[src/rtl/fetch_stage.sv]
// Instruction fetch stage: one outstanding imem request, a one-entry
// skid buffer, and a decode-side output slot with redirect/kill handling.
module fetch_stage #(
  parameter int              XLEN     = 32,
  parameter logic [XLEN-1:0] RESET_PC = 32'h4000_0000,
  parameter logic [31:0]     NOP_INST = 32'h0000_0013
) (
  input  logic            clk,
  input  logic            rst_n,
  input  logic            PCSel_bit1,
  input  logic [XLEN-1:0] BTarg,
  input  logic            jal_valid,
  input  logic [XLEN-1:0] JTarg,
  output logic            imem_req_valid,
  output logic [XLEN-1:0] imem_req_addr,
  input  logic            imem_req_ready,
  input  logic            imem_resp_valid,
  input  logic [31:0]     imem_resp_data,
  output logic [31:0]     instD,
  output logic [XLEN-1:0] pcD,
  output logic [XLEN-1:0] pc_plus4D,
  output logic            validD,
  input  logic            decode_ready
);

  typedef enum logic [1:0] {
    S_BOOT,
    S_REQ,
    S_WAIT
  } state_e;

  localparam logic [XLEN-1:0] FOUR = XLEN'(4);
  localparam logic [XLEN-1:0] ALGN = ~XLEN'(3);

  state_e          state_q, state_d;
  logic [XLEN-1:0] pc_q, pc_d;
  logic [XLEN-1:0] infl_q, infl_d;
  logic            kill_q, kill_d;
  logic            skv_q, skv_d;
  logic [31:0]     skinst_q, skinst_d;
  logic [XLEN-1:0] skpc_q, skpc_d;
  logic [31:0]     inst_q, inst_d;
  logic [XLEN-1:0] pcd_q, pcd_d;
  logic [XLEN-1:0] pc4_q, pc4_d;
  logic            val_q, val_d;

  logic            redirect;
  logic [XLEN-1:0] tgt;
  logic            accept;
  logic            resp_in;
  logic            resp_ok;
  logic            consume;

  assign redirect = PCSel_bit1 | jal_valid;
  assign tgt      = PCSel_bit1 ? BTarg : JTarg;

  assign imem_req_valid = (state_q == S_REQ) & ~skv_q;
  assign imem_req_addr  = pc_q;

  assign accept  = imem_req_valid & imem_req_ready;
  assign resp_in = (state_q == S_WAIT) & imem_resp_valid;
  assign resp_ok = resp_in & ~kill_q & ~redirect;
  assign consume = val_q & decode_ready;

  assign instD     = inst_q;
  assign pcD       = pcd_q;
  assign pc_plus4D = pc4_q;
  assign validD    = val_q;

  always_comb begin
    state_d  = state_q;
    pc_d     = pc_q;
    infl_d   = infl_q;
    kill_d   = kill_q;
    skv_d    = skv_q;
    skinst_d = skinst_q;
    skpc_d   = skpc_q;
    inst_d   = inst_q;
    pcd_d    = pcd_q;
    pc4_d    = pc4_q;
    val_d    = val_q;

    unique case (state_q)
      S_BOOT: state_d = S_REQ;
      S_REQ:  if (accept) state_d = S_WAIT;
      S_WAIT: if (imem_resp_valid) state_d = S_REQ;
      default: state_d = S_BOOT;
    endcase

    if (accept) begin
      infl_d = pc_q;
      pc_d   = pc_q + FOUR;
    end
    if (redirect) pc_d = tgt & ALGN;

    // A response landing in the redirect cycle is simply dropped,
    // so kill is only armed for a request still in flight.
    if (resp_in) kill_d = 1'b0;
    if (redirect && (accept || ((state_q == S_WAIT) && !imem_resp_valid)))
      kill_d = 1'b1;

    if (redirect) begin
      val_d  = 1'b0;
      inst_d = NOP_INST;
      skv_d  = 1'b0;
    end else if (resp_ok && (!val_q || consume)) begin
      val_d  = 1'b1;
      inst_d = imem_resp_data;
      pcd_d  = infl_q;
      pc4_d  = infl_q + FOUR;
    end else if (resp_ok) begin
      skv_d    = 1'b1;
      skinst_d = imem_resp_data;
      skpc_d   = infl_q;
    end else if (consume && skv_q) begin
      skv_d  = 1'b0;
      val_d  = 1'b1;
      inst_d = skinst_q;
      pcd_d  = skpc_q;
      pc4_d  = skpc_q + FOUR;
    end else if (consume) begin
      val_d  = 1'b0;
      inst_d = NOP_INST;
    end
  end

  always_ff @(posedge clk or negedge rst_n) begin
    if (!rst_n) begin
      state_q  <= S_BOOT;
      pc_q     <= RESET_PC;
      infl_q   <= '0;
      kill_q   <= 1'b0;
      skv_q    <= 1'b0;
      skinst_q <= NOP_INST;
      skpc_q   <= '0;
      inst_q   <= NOP_INST;
      pcd_q    <= '0;
      pc4_q    <= FOUR;
      val_q    <= 1'b0;
    end else begin
      state_q  <= state_d;
      pc_q     <= pc_d;
      infl_q   <= infl_d;
      kill_q   <= kill_d;
      skv_q    <= skv_d;
      skinst_q <= skinst_d;
      skpc_q   <= skpc_d;
      inst_q   <= inst_d;
      pcd_q    <= pcd_d;
      pc4_q    <= pc4_d;
      val_q    <= val_d;
    end
  end

endmodule

[config.mk]
export PLATFORM = sky130hd
export DESIGN_NAME = fetch_stage
export DESIGN_NICKNAME = d
export VERILOG_FILES = /design/src/rtl/fetch_stage.sv
export SDC_FILE = /design/constraint.sdc
export NUM_CORES = 1
export LEC_CHECK = 0
export CORE_UTILIZATION = 48
export CTS_BUF_LIST = sky130_fd_sc_hd__clkbuf_8
export DETAILED_ROUTE_END_ITERATION = 7
export GPL_TIMING_DRIVEN = 0
export PLACE_DENSITY = 0.87
export SYNTH_ARGS = -nofsm -noshare
export SYNTH_HDL_FRONTEND = slang
export SYNTH_SLANG_ARGS = --single-unit
[constraint.sdc]
create_clock -name clk -period 3.27 [get_ports clk]
set_input_delay 0.981 -clock clk [delete_from_list [all_inputs] [get_ports clk]]
set_output_delay 0.981 -clock clk [all_outputs]
set_load 0.01 [all_outputs]
# After elaboration in Yosys (flattened, before gate mapping)
# Cells that the tools add are included.
# op_classes
add_sub_neg,3
multipliers,0
n_div,0
n_lt_le_gt_ge,0
n_eq_ne,7
n_shift,0
mux,28
bitwise_logic,11
n_reduce_logical,19
# ops
operator,n
$mux W32,14
$add A32 B3 Y32 const B,3
$mux W1,11
$and A1 B1 Y1,6
$ne A2 B2 Y1 const B,3
$pmux W2 S3,1
$reduce_and A2 Y1,3
$reduce_and A3 Y1,2
$reduce_bool A2 Y1,3
$logic_and A1 B1 Y1,4
$mux W2,2
$not A1 Y1,4
$reduce_bool A4 Y1,1
$ne A3 B2 Y1 const B,1
$reduce_bool A3 Y1,1
$eq A2 B1 Y1 const B,1
$eq A2 B2 Y1 const B,1
$logic_not A1 Y1,2
$logic_not A2 Y1,1
$logic_or A1 B1 Y1,2
$ne A2 B1 Y1 const B,1
$or A1 B1 Y1,1
# totals
reg_bits,229
latch_bits,0
ram_bits,0
rom_bits,0
in_bits,103
out_inout_bits,130
word_cells,79
mem_count,0

# Logic depth before layout (Yosys ltp)
# Gate-level depths: netlist of run 1.
# logic_depth
word_depth,7
depth_mapped,16
depth_no_buf,11

# Worst setup path after synthesis of run 1
# Ideal clock, no wire load.
# synth_path
path_kind,input to register
startpoint,input PCSel_bit1
endpoint,"register pc4_q[20], in the netlist pc_plus4D[20]"
setup_time_ns,0.130
arrival_ns,4.001
t_required_ns,3.140
path_slack_ns,-0.861
stages,16
n_path_buf,5
cell_sequence,buf_2 > or2_1 > buf_6 > nor3_4 > buf_2 > buf_2 > buf_2 > nand2_1 > nand2_1 > ha_1 > nand3_1 > nor3_1 > nand3_1 > a211oi_1 > xor2_1 > o21ai_1
# synth_between
elab_chain_cells,6
word_cells_on_any_way,8
cone_classes,eq/ne (1); mux (1); bitwise (3); reduce/logical (3)
# synth_lines
item,line,rtl
"start, declared",10,"input logic PCSel_bit1,"
$or A1 B1 Y1 *,54,assign redirect = PCSel_bit1 | jal_valid;
$not A1 Y1 (no source line) *,n/a,
$and A1 B1 Y1,62,assign resp_ok = resp_in & ~kill_q & ~redirect;
$logic_and A1 B1 Y1,106,end else if (resp_ok && (!val_q || consume)) begin
$ne A2 B1 Y1 (no source line) or $reduce_bool A2 Y1 (tied branches),n/a,
$reduce_and A3 Y1 (no source line),n/a,
"end signal, assigned",150,pc4_q <= pc4_d;
"end, declared",44,"logic [XLEN-1:0] pc4_q, pc4_d;"
# Every way passes the cells marked *; elsewhere a longest branch is shown, timed or not.
# A chain may end at the register's enable or synchronous reset.

# Final worst setup path of run 1
# layout_path
startpoint,input jal_valid
endpoint,"register pc4_q[16], in the netlist pc_plus4D[16]"
# layout_between
elab_chain_cells,6
word_cells_on_any_way,8
cone_classes,eq/ne (1); mux (1); bitwise (3); reduce/logical (3)
# layout_lines
item,line,rtl
"start, declared",12,"input logic jal_valid,"
$or A1 B1 Y1 *,54,
$not A1 Y1 (no source line) *,n/a,
$and A1 B1 Y1,62,
$logic_and A1 B1 Y1,106,
$ne A2 B1 Y1 (no source line) or $reduce_bool A2 Y1 (tied branches),n/a,
$reduce_and A3 Y1 (no source line),n/a,
# Marks and branches as above.

==> run metrics, run 1 <==
CTS tree built; DP HPWL 22.8 mm; Synth Area in XOR/XNOR 4.93%; Root Driver clkbuf_8; clk sink count 219; Max Slew Vio Count 0; DR vias/cell 5.56; Post-synth EDFFs 0; Sw Ratio 30.2%; die footprint 0.0228 sq mm; Synth Area in Compound Gates 9.83%; drt initial violations 574; total of max-cap violations 0; crit end category register; WP data arrival 3.53 ns; Die Y 151 um; total grt overflow 0; status completed; cell leakage power 6.14 nW; Clk network pwr share 35.0%; Gate power share 16.4%; first-pass iteration count of the detailed router 5; Sw Pwr 2.14 mW; # nets final 1,469; PD cells 498 mW/mm^2; Rel. slew slack 29.6%; row count 54; Crit Path Max Fanout 8; fill cell count 1,707; Worst-Skew Late Latency 0.52 ns; Hold Path Class register to register; hold violation count in the final report 0; Worst Hold Depth 2; Area Growth Syn to Fin 33.9%; simple-gate area share of the yosys netlist 17.6%; Syn Inst Count 1,089; Reg area 0.00549 sq mm; Place WS -1.21 ns; Final GP Congestion 0.931; Pint 4.96 mW; H-tree Lvls 2; Pwr Total 7.10 mW; synth warn 0; clk buf depth 3; average routed wire per standard cell 18.5 um; vias in the first global route 9,183; detailed-route via count 9,308; CP required 3.65 ns; clk_skew 0.0151 ns; Final Setup Violations 0; port buffer count 221; unrepaired setup endpoints after global routing no; largest net degree at the start of global routing 123; Post-synth ARST share 100%; Final ANT Viol Nets 0; crit path kind primary input to register; Netlist cell types 54; Core Box Area 0.0218 sq mm; Seq/Total Area, Yosys 51.6%; ys flop type dfrtp_1; multiplexer area fraction after synthesis 12.6%; register bit total from synthesis 219; Chip Width 151 um; R2R depth 14; Seq pwr share 48.6%; upper clock frequency limit 318 MHz; global-route wire length before repair 47.9 mm; Worst Tran Pin Value 1.05 ns; final worst slack 0.125 ns; area of the multi-input gates 0.00492 sq mm; Post-Synthesis Cell Area 0.0107 sq mm; Tmin final 3.14 ns; maximum vdd drop 0.000268 V; adder-cell share of the synthesized area 0.235%; Hold Buf Count CTS 0; Initial Utilization 49.0%; crit share post-route 96.2%; DRC 0; io pins 233; WL final 30.9 mm; Clk pin slew, worst setup/hold paths 0.06 ns; GRT Overall Usage 27.2%; share of cells above drive strength 1 12.5%; largest family of logic cells by synthesized area simple AND/OR/NAND/NOR gates; CTS Buf Count 38; antenna violations before repair 0; startpoint types primary input; syn_area_per_cell 9.78 sq um; Ant. Diodes 0
[flip-flops by register name, indices dropped and copies added, names as in the netlist]
signal	count
instD	32
state_q	2
infl_q	30
validD	1
pc_plus4D	30
skv_q	1
skpc_q	30
pcD	30
skinst_q	32
imem_req_addr	30
kill_q	1
[placed cells by master, fill, tap and decap left out, drive strengths merged, types with 4 or more instances in the layout]
cell type      count
nand2            243
clkdlybuf4s50    217
dfrtp            211
o21ai            104
clkbuf            98
mux2              63
mux2i             63
nor2              49
xor2              37
buf               32
a21oi             31
nand3             30
inv               26
nand4             25
xnor2             23
nor3              17
and3              14
a31oi             12
a211oi            10
nor2b              8
dfstp              8
and4               6
conb               6
clkinv             4
a22oi              4
[metrics by stage]
stage	cell area [sq um]	utilization [%]	hold slack [ns]	TNS, ns	instances
finish	14300	65.6	0.465	0	1673
global route	14300	65.6	0.484	0	1673
CTS	14200	65.4	0.468	0	1670
detailed placement	13400	61.5	0.454	-53.44	1596
global placement	13300	61.3	0.450	-1716.22	1595
floorplan	10800	-	0.465	-0.768	1094
[what timing repair did]
action                                 CTS  global route
cloned                                   0             0
pin swaps                                6             5
setup endpoints to repair               17            19
buffers inserted                         7             3
endpoints found under the hold margin    0             0
resized for setup                       16             1
[cell type report]
type,instances,area share (%)
Buffer,67,2.53
Clock buffer,51,4.92
Clock inverter,18,0.509
Inverter,12,0.316
Multi-Input combinational cell,794,34.5
Sequential cell,219,38.5
Tap cell,280,2.46
Timing Repair Buffer,232,16.3
[cell families (layout without fill, tap and decap cells)]
| family | Yosys count | in the layout |
|---|---|---|
| and+or+nand+nor | 416 | 416 |
| DFF | 219 | 219 |
| AOI/OAI and AO/OA | 184 | 184 |
| muxes | 126 | 126 |
| buffers and inverters | 81 | 380 |
| xor gates and xnor gates | 60 | 60 |
| adders and majority gates | 2 | 2 |
| other | 1 | 6 |
[worst max-delay path: stages]
cell and delay [ns]:
dlygate4sd2_1 0.27, nor2_1 0.54, nand3_1 0.23, buf_6 0.19, buf_12 0.12, nand2_1 0.09
nand2_2 0.07, ha_4 0.18, nand2_1 0.11, nor3_1 0.07, mux2i_2 0.23, o21bai_1 0.21
xnor2_1 0.16, o21ai_1 0.07
[metal layers]
layer	part of all wire [%]	global-route usage, %
met2	47	45.9
met5	0	0
met4	2.3	8.80
met1	41	33.9
met3	9.2	7.32
[Yosys cell counts, types with 14 or more instances]
master / instances / area [sq um]
nand2_1: 243 / 912
dfrtp_1: 211 / 5280
o21ai_0: 99 / 495
mux2_2: 63 / 709
mux2i_1: 63 / 631
nor2_1: 49 / 184
clkbuf_1: 48 / 180
xor2_1: 37 / 324
a21oi_1: 31 / 155
nand3_1: 30 / 150
nand4_1: 25 / 156
xnor2_1: 23 / 201
nor3_1: 15 / 75.1
and3_1: 14 / 87.6
[worst paths after layout]
path	end	slack, ns	start
worst max-delay path	pc_plus4D[16]	0.13	jal_valid
worst max register to register	pc_plus4D[20]	0.44	state_q[0]
min in group asynchronous	skinst_q[17]	0.51	rst_n
worst min register to register	pc_plus4D[2]	0.47	pc_plus4D[2]
worst min-delay path	pc_plus4D[2]	0.47	pc_plus4D[2]
max in group asynchronous	imem_req_addr[13]	1.73	rst_n
[power by group through the flow]
| stage | clock network [mW] | logic, mW | registers, mW |
|---|---|---|---|
| global placement | 0 | 1.13 | 3.47 |
| CTS | 2.53 | 1.17 | 3.44 |
| detailed placement | 0 | 1.16 | 3.48 |
| finish | 2.49 | 1.16 | 3.46 |
| floorplan | 0 | 0.552 | 3.37 |
| global route | 2.66 | 1.28 | 3.49 |
Power figures use the tool's default switching activity.
==> run 2: changes to the inputs <==
Settings changed: CORE_UTILIZATION 48 to 46, CTS_BUF_LIST sky130_fd_sc_hd__clkbuf_8 to not set, PLACE_DENSITY 0.87 to 0.85, SETUP_SLACK_MARGIN set to 0.4.
==> run 2 against run 1 <==
Effect of this change:
- non-clock buffer count increased by 18
- hold slack got worse by 0.0050 ns
- clock power increased by 14%
- clock-buffer cell count decreased by 24
- register-to-register slack got worse by 0.06 ns
- die area increased by 4.3%
- highest routed layer unchanged
- power increased by 5.8%
- routed wire length increased by 3.0%
- flip-flop and latch count unchanged
==> run metrics, run 2 (synthesis results as in run 1) <==
share of cells above drive strength 1 14.5% (+2.0 points); port buffer count 221 (unchanged); Seq pwr share 46.2% (-2.4 points); clk buf depth 3 (unchanged); placed cells 1,601 (+0.31%); CTS Buf Count 23 (-39%); Clk network pwr share 37.9% (+2.9 points); DR vias/cell 5.59 (+0.50%); crit share post-route 89.8% (-6.3 points); maximum vdd drop 0.000323 V (+20%); status completed; Final Setup Violations 0 (unchanged); Crit Path Max Fanout 4 (-4); WP depth 17 (+3); post-route insts no fill 1,669 (-0.24%); Worst Tran Pin Value 0.992 ns (-0.0579 ns); drt initial violations 706 (+23%); Initial Utilization 47.0% (-1.9 points); Hold Path Class primary input to asynchronous set/reset pin; H-tree Lvls 1 (-1); most frequent cells in the layout 237 x nand2_1, 216 x clkdlybuf4s50_1, 211 x dfrtp_1; die footprint 0.0238 sq mm (+4.3%); CTS tree built; cell leakage power 6.23 nW (+1.5%); average routed wire per standard cell 19.1 um (+3.3%); vias in the first global route 9,205 (+0.24%); Core Box Area 0.0226 sq mm (+4.1%); GRT Overall Usage 26.3% (-0.95 points); post-route cell area 0.0146 sq mm (+2.7%); Rel. slew slack 33.5% (+3.9 points); kind of cell adding the most delay to the critical path simple AND/OR/NAND/NOR gates; clk sink count 219 (unchanged); largest net degree at the start of global routing 128 (+4.1%); crit end category register; DRC 0 (unchanged); antenna violations before repair 0 (unchanged); hold violation count in the final report 0 (unchanged); Fin Setup TNS 0 ns (unchanged); detailed-route via count 9,332 (+0.26%); row count 55 (+1.9%); total of max-cap violations 0 (unchanged); global-route wire length before repair 49.7 mm (+3.8%); clk_skew 0.0129 ns (-0.00220 ns); r2r startpoint state_q[0]; Finished Core Util 64.7% (-0.85 points); WP data arrival 3.32 ns (-0.21 ns); Pint 5.35 mW (+7.7%); CP peak stage delay 0.27 ns (-0.27 ns); Clk pin slew, worst setup/hold paths 0.06 ns (about the same); most frequent CP cell buf_6; io pins 233 (unchanged); Hold Buf Count CTS 0 (unchanged); Final GP Congestion 0.921 (-1.1%); Max Slew Vio Count 0 (unchanged); Gate power share 15.8% (-0.6 points); crit path kind primary input to register; Ant. Diodes 0 (unchanged); Sw Pwr 2.17 mW (+1.3%); total grt overflow 0 (unchanged); Root Driver clkbuf_16; Reg-to-Reg End pc_plus4D[14]; startpoint types primary input; Setup crit end pc_plus4D[14]; DP HPWL 22.5 mm (-1.1%); critical path startpoint jal_valid; unrepaired setup endpoints after global routing yes; commonest non-fill, non-tap cell in the layout nand2_1; Die Y 154 um (+2.1%); DP Area 0.0134 sq mm (about the same); Chip Width 154 um (+2.1%); final worst slack 0.333 ns (+0.208 ns); PD cells 513 mW/mm^2 (+3.0%); WHS 0.460 ns (-0.00496 ns); # nets final 1,472 (+0.20%); Area Growth Syn to Fin 37.5%; worst path buffer plus inverter count 6 (+3); Sw Ratio 28.9% (-1.3 points); flop-to-flop setup slack 0.38 ns (-0.06 ns); WL final 31.8 mm (+3.0%); Place WS -1.26 ns (-0.0484 ns); first-pass iteration count of the detailed router 7 (+2); Worst path slowest cell nor3_1; Final ANT Viol Nets 0 (unchanged); worst path cell trace buf_6 -> or2_1 -> buf_6 -> nor3_4 -> buf_6 -> buf_12 -> buf_12 -> nand2_4 -> nand2_4 -> ha_4 -> nand2_1 -> nor3_1 -> mux2i_1 -> buf_4 -> o21bai_4 -> xnor2_2 -> o21ai_1; upper clock frequency limit 340 MHz (+7.1%); R2R depth 16 (+2); Tmin final 2.94 ns (-0.208 ns); Worst-Skew Late Latency 0.51 ns (about the same); Pwr Total 7.52 mW (+5.8%); CP required 3.65 ns (about the same)
## run 2: worst register-to-register path, stage by stage, from the launching register on
cell and delay, ns:
dfrtp_1 0.44, nand4bb_1 0.22, clkbuf_8 0.16, nor3_4 0.19
buf_6 0.14, buf_12 0.11, buf_12 0.11, nand2_4 0.05
nand2_4 0.07, ha_4 0.16, nand2_1 0.11, nor3_1 0.27
mux2i_1 0.15, buf_4 0.17, o21bai_4 0.17, xnor2_2 0.15
o21ai_1 0.08
## run 2: power by group through the flow
stage / registers, mW / logic [mW] / clock network (mW)
6_report: 3.47 / 1.19 / 2.85
5_1_grt: 3.52 / 1.32 / 3.01
3_5_place_dp: 3.49 / 1.15 / 0
4_1_cts: 3.45 / 1.18 / 2.89
2_1_floorplan: 3.37 / 0.552 / 0
3_3_place_gp: 3.48 / 1.12 / 0
## run 2: layout make-up
type,count,area [sq um]
Fill cell,1711,7990
Clock buffer,27,621
Clock inverter,15,213
Inverter,12,45.0
Sequential cell,219,5490
Tap cell,285,357
Buffer,69,403
Multi-Input combinational cell,794,5080
Timing Repair Buffer,248,2440
## run 2: how the worst min path moves through the flow
stage | startpoint | to | slack, ns | cells past startpoint
2_1_floorplan | pc_plus4D[2] | pc_plus4D[2] | 0.46 | 2
3_3_place_gp | instD[0] | instD[0] | 0.45 | 2
3_5_place_dp | instD[0] | instD[0] | 0.45 | 2
4_1_cts | instD[0] | instD[0] | 0.46 | 2
5_1_grt | instD[1] | instD[1] | 0.48 | 2
6_report | rst_n | skinst_q[21] | 0.46 | 1
## run 2: routing by layer
metal / routed length, um / track usage [%] / vias up
met5: 0 / 0 / -
met4: 946 / 8.05 / 0
met3: 2530 / 5.44 / 69
met2: 15000 / 43.9 / 434
met1: 13400 / 34.4 / 4498
li1: - / - / 4331
## run 2: timing repair
item | CTS | global route
endpoints found under the setup margin | 142 | 98
hold endpoints to repair | 0 | 0
pin swaps | 17 | 18
setup buffers | 18 | 8
resized for setup | 44 | 21
==> run 3: changes to the inputs <==
Settings changed: ABC_CLOCK_PERIOD_IN_PS set to 3270, CELL_PAD_IN_SITES_DETAIL_PLACEMENT set to 1, CELL_PAD_IN_SITES_GLOBAL_PLACEMENT set to 1, CORE_UTILIZATION 46 to 35, PLACE_DENSITY 0.85 to 0.84, SKIP_LAST_GASP set to 1.
==> run 3 against run 2 <==
Effect of this change:
- non-clock buffer count up 7
- largest power group unchanged
- clock-buffer cell count up 6
- largest cell class unchanged
- critical endpoint is now pc_plus4D[30]
- power up 2.0%
- critical path depth unchanged
- hold slack worse by 0.068 ns
==> run metrics, run 3 (synthesis results as in run 1) <==
Worst-Skew Late Latency 0.54 ns (+0.03 ns); Pwr Total 7.66 mW (+2.0%); DRC 0 (unchanged); drt initial violations 422 (-40%); Ant. Diodes 0 (unchanged); Core Box Area 0.0298 sq mm (+32%); Clk pin slew, worst setup/hold paths 0.06 ns (about the same); Area Growth Syn to Fin 39.9%; final worst slack 0.310 ns (-0.0228 ns); Initial Utilization 35.7% (-11 points); share of cells above drive strength 1 14.9% (+0.47 points); cell leakage power 6.30 nW (+1.1%); detailed-route via count 9,513 (+1.9%); commonest non-fill, non-tap cell in the layout nand2_1; Pint 5.37 mW (+0.52%); Fin Setup TNS 0 ns (unchanged); H-tree Lvls 1 (unchanged); Hold Path Class primary input to asynchronous set/reset pin; Chip Width 176 um (+14%); DR vias/cell 5.33 (-4.6%); crit path kind primary input to register; Final GP Congestion 0.891 (-3.2%); crit share post-route 90.5% (+0.70 points); Sw Pwr 2.29 mW (+5.5%); average routed wire per standard cell 20.8 um (+9.1%); die footprint 0.0311 sq mm (+31%); Clk network pwr share 38.2% (+0.3 points); Crit Path Max Fanout 5 (+1); antenna violations before repair 0 (unchanged); Reg area 0.00549 sq mm (about the same); WP data arrival 3.36 ns (+0.04 ns); WHS 0.392 ns (-0.0680 ns); hold violation count in the final report 0 (unchanged); upper clock frequency limit 338 MHz (-0.77%); GRT Overall Usage 23.9% (-2.4 points); PD cells 515 mW/mm^2 (+0.26%); CTS Buf Count 25 (+8.7%); Finished Core Util 50.0% (-15 points); clk sink count 219 (unchanged); most frequent cells in the layout 237 x nand2_1, 216 x clkdlybuf4s50_1, 210 x dfrtp_1; DP HPWL 26.7 mm (+18%); CTS tree built; crit end category register; total grt overflow 0 (unchanged); port buffer count 221 (unchanged); Seq pwr share 45.7% (-0.5 points); Max Slew Vio Count 0 (unchanged); area of the multi-input gates 0.00509 sq mm (+0.22%); WL final 37.1 mm (+17%); Place WS -1.48 ns (-0.213 ns); vias in the first global route 10,300 (+12%); Sw Ratio 29.9% (+1.0 points); Root Driver clkbuf_16; Tmin final 2.96 ns (+0.0228 ns); clk_skew 0.0144 ns (+0.00152 ns); fill cell count 3,352 (+96%); unrepaired setup endpoints after global routing yes; largest net degree at the start of global routing 82 (-36%); Rel. slew slack 33.8% (+0.25 points); maximum vdd drop 0.000396 V (+23%); startpoint types primary input; Die Y 176 um (+14%); status completed; # nets final 1,481 (+0.61%); Final Setup Violations 0 (unchanged); global-route wire length before repair 58.4 mm (+17%); first-pass iteration count of the detailed router 4 (-3); Final ANT Viol Nets 0 (unchanged); Worst Tran Pin Value 0.988 ns (-0.00380 ns); io pins 233 (unchanged); total of max-cap violations 0 (unchanged); clk buf depth 3 (unchanged); Gate power share 16.1% (+0.3 points); CP required 3.67 ns (+0.02 ns); row count 63 (+15%)
[run 3: cell count changes in the layout (fill, tap and decap cells not counted), sizes merged]
cell,change
dlygate4sd2,+1
dlymetal6s2s,-1
clkinv,-4
bufinv,-1
clkinvlp,+2
clkbuf,+6
buf,+7
[run 3: worst max-delay path: stages]
cell and delay (ns):
buf_8 0.10, or2_4 0.24, buf_6 0.13, nor3_4 0.16, buf_6 0.14, buf_12 0.10
buf_12 0.11, nand2_4 0.05, nand2_4 0.08, ha_4 0.16, nand3_4 0.09, nor3_4 0.21
buf_4 0.17, nand3_4 0.10, a22oi_2 0.26, xor2_1 0.19, o21ai_1 0.10
[run 3: path summary, 6_finish.rpt]
path	to	startpoint	slack (ns)	cells after the start
setup / recovery	pc_plus4D[30]	jal_valid	0.31	17
hold / removal	skinst_q[20]	rst_n	0.39	1
setup reg to reg	pc_plus4D[30]	kill_q	0.34	16
hold reg to reg	instD[0]	instD[0]	0.47	2
max in group asynchronous	pc_plus4D[2]	rst_n	2.08	2
min in group clk	instD[0]	instD[0]	0.47	2
[run 3: power by group through the flow]
stage	clock network, mW	registers, mW	logic, mW
global route	3.08	3.55	1.37
global placement	0	3.49	1.15
floorplan	0	3.37	0.552
finish	2.93	3.50	1.24
detailed placement	0	3.51	1.19
CTS	2.98	3.48	1.23
[run 3: metal layers]
metal  global-route usage, %  up-vias  wire length (um)
met5                       0        -                 0
met4                    6.97        0               978
met3                    4.22       64              2140
met2                    41.7      336             18300
met1                    30.2     4763             15700
li1                        -     4350                 -
[run 3: layout make-up]
class                           count  share of cell area (%)
Multi-Input combinational cell    794                    34.2
Inverter                           12                   0.302
Timing Repair Buffer              255                    16.9
Clock inverter                     12                    1.17
Buffer                             69                    2.78
Sequential cell                   219                    36.9
Tap cell                          390                    3.28
Clock buffer                       33                    4.54
[run 3: repair_timing]
| item | CTS | global route |
|---|---|---|
| buffers inserted | 23 | 9 |
| gates resized for setup | 49 | 29 |
| pin swaps | 14 | 15 |
| endpoints found under the setup margin | 163 | 44 |
| hold buffers | 0 | 0 |
[run 3: through the flow]
step                std cells  instance area, sq um
detailed placement       1707                 13500
finish                   1784                 14900
global route             1784                 14900
CTS                      1775                 14700
global placement         1705                 13500
floorplan                1094                 10800
